$ cat src/rtl/stream_splitter.sv
// rtl/stream_splitter.sv - one input stream steered into two independent lane FIFOs (A/B).
// Define STREAM_SPLITTER_RR_EN to alternate lanes round-robin instead of following IN_DEST.
module stream_splitter #(
    parameter int WIDTH = 8,
    parameter int DEPTH = 4
) (
    input  logic                       CLK,
    input  logic                       RST,
    input  logic [WIDTH-1:0]           IN_DATA,
    input  logic                       IN_DEST,
    input  logic                       IN_VALID,
    output logic                       IN_READY,
    output logic [WIDTH-1:0]           A_DATA,
    output logic                       A_VALID,
    input  logic                       A_READY,
    output logic [WIDTH-1:0]           B_DATA,
    output logic                       B_VALID,
    input  logic                       B_READY,
    output logic [$clog2(DEPTH):0]     A_COUNT,
    output logic [$clog2(DEPTH):0]     B_COUNT
);

    localparam int AW = $clog2(DEPTH);
    localparam int CW = AW + 1;
    localparam logic [CW-1:0] FULL = CW'(DEPTH);

    logic [WIDTH-1:0] a_mem_q [DEPTH];
    logic [WIDTH-1:0] b_mem_q [DEPTH];
    logic [AW-1:0]    a_wr_q, a_wr_d, a_rd_q, a_rd_d;
    logic [AW-1:0]    b_wr_q, b_wr_d, b_rd_q, b_rd_d;
    logic [CW-1:0]    a_cnt_q, a_cnt_d, b_cnt_q, b_cnt_d;

    logic sel_b;
    logic a_full, b_full;
    logic push, push_a, push_b, pop_a, pop_b;

`ifdef STREAM_SPLITTER_RR_EN
    logic rr_q, rr_d;
    wire  unused_in_dest = IN_DEST;

    assign sel_b = rr_q;
    assign rr_d  = push ? ~rr_q : rr_q;

    always_ff @(posedge CLK) begin
        if (RST) rr_q <= 1'b0;
        else     rr_q <= rr_d;
    end
`else
    assign sel_b = IN_DEST;
`endif

    // Readiness looks only at the selected lane; a full lane never bypasses on a pop.
    assign a_full   = (a_cnt_q == FULL);
    assign b_full   = (b_cnt_q == FULL);
    assign IN_READY = sel_b ? ~b_full : ~a_full;

    assign push   = IN_VALID & IN_READY;
    assign push_a = push & ~sel_b;
    assign push_b = push & sel_b;
    assign pop_a  = A_VALID & A_READY;
    assign pop_b  = B_VALID & B_READY;

    assign A_VALID = (a_cnt_q != '0);
    assign B_VALID = (b_cnt_q != '0);
    assign A_DATA  = a_mem_q[a_rd_q];
    assign B_DATA  = b_mem_q[b_rd_q];
    assign A_COUNT = a_cnt_q;
    assign B_COUNT = b_cnt_q;

    always_comb begin
        a_wr_d  = a_wr_q;
        a_rd_d  = a_rd_q;
        b_wr_d  = b_wr_q;
        b_rd_d  = b_rd_q;
        a_cnt_d = a_cnt_q + {{AW{1'b0}}, push_a} - {{AW{1'b0}}, pop_a};
        b_cnt_d = b_cnt_q + {{AW{1'b0}}, push_b} - {{AW{1'b0}}, pop_b};
        if (push_a) a_wr_d = a_wr_q + AW'(1);
        if (pop_a)  a_rd_d = a_rd_q + AW'(1);
        if (push_b) b_wr_d = b_wr_q + AW'(1);
        if (pop_b)  b_rd_d = b_rd_q + AW'(1);
    end

    always_ff @(posedge CLK) begin
        if (RST) begin
            a_wr_q  <= '0;
            a_rd_q  <= '0;
            b_wr_q  <= '0;
            b_rd_q  <= '0;
            a_cnt_q <= '0;
            b_cnt_q <= '0;
        end else begin
            a_wr_q  <= a_wr_d;
            a_rd_q  <= a_rd_d;
            b_wr_q  <= b_wr_d;
            b_rd_q  <= b_rd_d;
            a_cnt_q <= a_cnt_d;
            b_cnt_q <= b_cnt_d;
        end
    end

    // Storage is not reset; the cleared pointers make stale contents unreachable.
    always_ff @(posedge CLK) begin
        if (!RST && push_a) a_mem_q[a_wr_q] <= IN_DATA;
        if (!RST && push_b) b_mem_q[b_wr_q] <= IN_DATA;
    end

endmodule
$ cat config.mk
export PLATFORM = sky130hd
export DESIGN_NAME = stream_splitter
export DESIGN_NICKNAME = d
export VERILOG_FILES = /design/src/rtl/stream_splitter.sv
export SDC_FILE = /design/constraint.sdc
export NUM_CORES = 1
export LEC_CHECK = 0
export ABC_AREA = 1
export CAP_MARGIN = 20
export CORE_UTILIZATION = 59
export CTS_CLUSTER_DIAMETER = 200
export DETAILED_ROUTE_END_ITERATION = 8
export PLACE_DENSITY = 0.8
export SYNTH_ARGS = -nofsm -noshare
export SYNTH_HDL_FRONTEND = slang
export SYNTH_SLANG_ARGS = --single-unit
$ cat constraint.sdc
create_clock -name CLK -period 4.35 [get_ports CLK]
set_input_delay 1.0875 -clock CLK [delete_from_list [all_inputs] [get_ports CLK]]
set_output_delay 1.0875 -clock CLK [all_outputs]
set_load 0.005 [all_outputs]
==> results.cfg <==
[worst_setup_path]
worstSetupPathType = in -> out
worstPathRequired_ns = 3.26
start_kind = input port
reg2reg_slack_ns = 2.20
worstReg2RegEnd = A_COUNT[2]
path_buf_inv = 2
r2r-start = A_COUNT[1]
cpMaxStageDelayCell = clkdlybuf4s50_1
cp.arrival_ns = 2.40
path_cells = clkdlybuf4s50_1, nor2_1, nand2_2, o21a_1, clkdlybuf4s50_1
cp_top_family = buffers and inverters
crit_top_cell = clkdlybuf4s50_1
cp_max_fo = 3
cpPeakStageDelay_ns = 0.54
end_kind = output port
reg2reg_depth = 10

[cts]
postCtsSetupBuffers = 0
ctsResizeCount = 0
clockBufferDepth = 2
cts.sinks = 82
path_clk_slew_ns = 0.07
htreeDepth = 3
clock_latency_ns = 0.33
cts_tree = yes
cts_made_buffers = 9
postCtsHoldBufs = 0
cts_root_buffer = clkbuf_8

[yosys]
syn_avg_cell_area_um2 = 12.3
ys_seq_elements = 82
syn_inst = 272
ys_seq_area_share_pct = 68.3
ys_types = 27
synth_warnings = 0
syn_nets = 300
synthesis.area_um2 = 3340

[drt]
wl_mm = 5.64
routedWlPerCell_um = 14.2
via_count = 2114
via_per_inst = 5.32
postRouteAntennaNets = 0
drtPass1Iterations = 5
drc = 0
drtIter0Drc = 138

[sta]
finalSetupTns_ns = 0
fin_worst_skew_ns = 0.00767
finalMaxSlewViolations = 0
rsz0062_at_grt = false
slew_headroom_pct = 49.2
setup_slack_ns = 0.866
fmax_mhz = 287
min_period_over_period_pct = 80.1
finalSetupViolCount = 0
finalCriticalPeriod_ns = 3.48
hold_viol_final = 0
worst_pin_slew_ns = 0.759

[layout]
antenna_cells = 0
final_area_um2 = 3980
layout-area-overhead-vs-synth_pct = 19.3
num-nets-final = 348
num-fill-cells = 385
drive_gt1_share_pct = 9.54
final_common_cell = edfxtp_1
regArea_um2 = 2280
multi_input_area_um2 = 892
utilization_pct = 72.8
mostFrequentLayoutCells = edfxtp_1 (64), nor2_1 (48), clkdlybuf4s50_1 (38)

[global_route]
grt_max_degree = 18
grt_pass1_vias = 2013
antenna_found_initial = 0
overflow = 0
grt_first_pass_wirelength_mm = 9.08
grt_usage_pct = 20.5

[power]
leakagePower_nw = 1.44
power_mw = 2.06
powerDensity_nw_per_um2 = 518
peakVddDrop_mv = 0.320

[die]
num_io_pins = 39
row_count = 27
initial_utilization_pct = 61.0
die_h_um = 77.2
die_area_um2 = 5970
core_area_um2 = 5470
die_x_um = 77.2

[min_path]
min-delay-start = b_rd_q[1]
min_path_type = reg -> reg
worstHoldPathCells = 2

[place]
placed_cell_area_um2 = 3800
place_hpwl_mm = 3.61
post-place-ws_ns = 0.864
gp_congestion = 0.708
io_buffer_count = 38

[status]
run_status = complete, no violations

[flow_run]
cap_violations = 0
[how the worst max path moves through the flow]
stage                     slack (ns)          to  cells after the start     from
after detailed placement        0.86    IN_READY                      5  IN_DEST
after global placement          0.87    IN_READY                      5  IN_DEST
after CTS                       0.85    IN_READY                      5  IN_DEST
after global routing            0.80    IN_READY                      5  IN_DEST
after floorplan                 1.81  A_COUNT[2]                      9  IN_DEST
final                           0.87    IN_READY                      5  IN_DEST
[cell families after synthesis]
group / after synthesis / synth area share [%]
AND/OR/NAND/NOR: 75 / 10.5
buffers and inverters: 38 / 4.95
AO/OA/AOI/OAI: 61 / 9.97
flip-flops: 82 / 68.3
adder cells (fa/ha/maj): 14 / 5.69
XOR/XNOR: 2 / 0.525
[layer usage]
layer / vias up / track usage, % / share of wire, %
met1: 1004 / 24.4 / 43
met3: 8 / 4.88 / 4.6
met2: 55 / 34.4 / 50
met4: 0 / 10.8 / 1.9
li1: 1047 / - / -
met5: - / 0 / 0
[synthesized netlist by cell type, drive strengths merged]
cell type | number | area, um^2
clkbuf | 1 | 3.75
o21ai | 36 | 180
edfxtp | 64 | 1920
nand4 | 2 | 27.5
buf | 4 | 37.5
inv | 33 | 124
nand3 | 4 | 25.0
ha | 12 | 150
nor2 | 51 | 204
a21oi | 6 | 30.0
o21bai | 1 | 7.51
nor3b | 4 | 30.0
nor3 | 2 | 10.0
o22ai | 16 | 100
dfxtp | 18 | 360
xor2 | 2 | 17.5
o21a | 2 | 15.0
fa | 2 | 40.0
nand2 | 12 | 55.1
[metrics by stage]
step                hold WS [ns]  cells
finish                     0.467    397
global route               0.512    397
CTS                        0.470    397
detailed placement         0.460    381
global placement           0.444    381
floorplan                  0.433    272
[power by group]
| part | leakage (nW) | internal [mW] | switching (mW) |
|---|---|---|---|
| sequential | 0.726 | 0.908 | 0.0798 |
| clock | 0.0900 | 0.255 | 0.240 |
| combinational | 0.629 | 0.301 | 0.279 |
| total | 1.44 | 1.46 | 0.599 |
[tightest hold or removal path: cells and delay by family, from the launching register on]
family	cells	cell delay [ns]
flops	1	0.31
compound gates	1	0.06
buf+inv	1	0.05
[final cells by class]
type | instances | share of cell area [%]
clock buffers | 15 | 4.43
clock inverters | 1 | 0.189
inverters | 33 | 3.11
multi-input cells | 152 | 22.4
flip-flops and latches | 82 | 57.3
well taps | 72 | 2.26
repair buffers | 42 | 10.3
[state kept, by name, indices dropped and copies added, names as in the netlist, named ones only]
signal	count
a_rd_q	2
B_COUNT	3
b_wr_q	2
a_mem_q	32
a_wr_q	2
b_rd_q	2
A_COUNT	3
b_mem_q	32
Note: power is estimated with default switching activity, not from simulation.
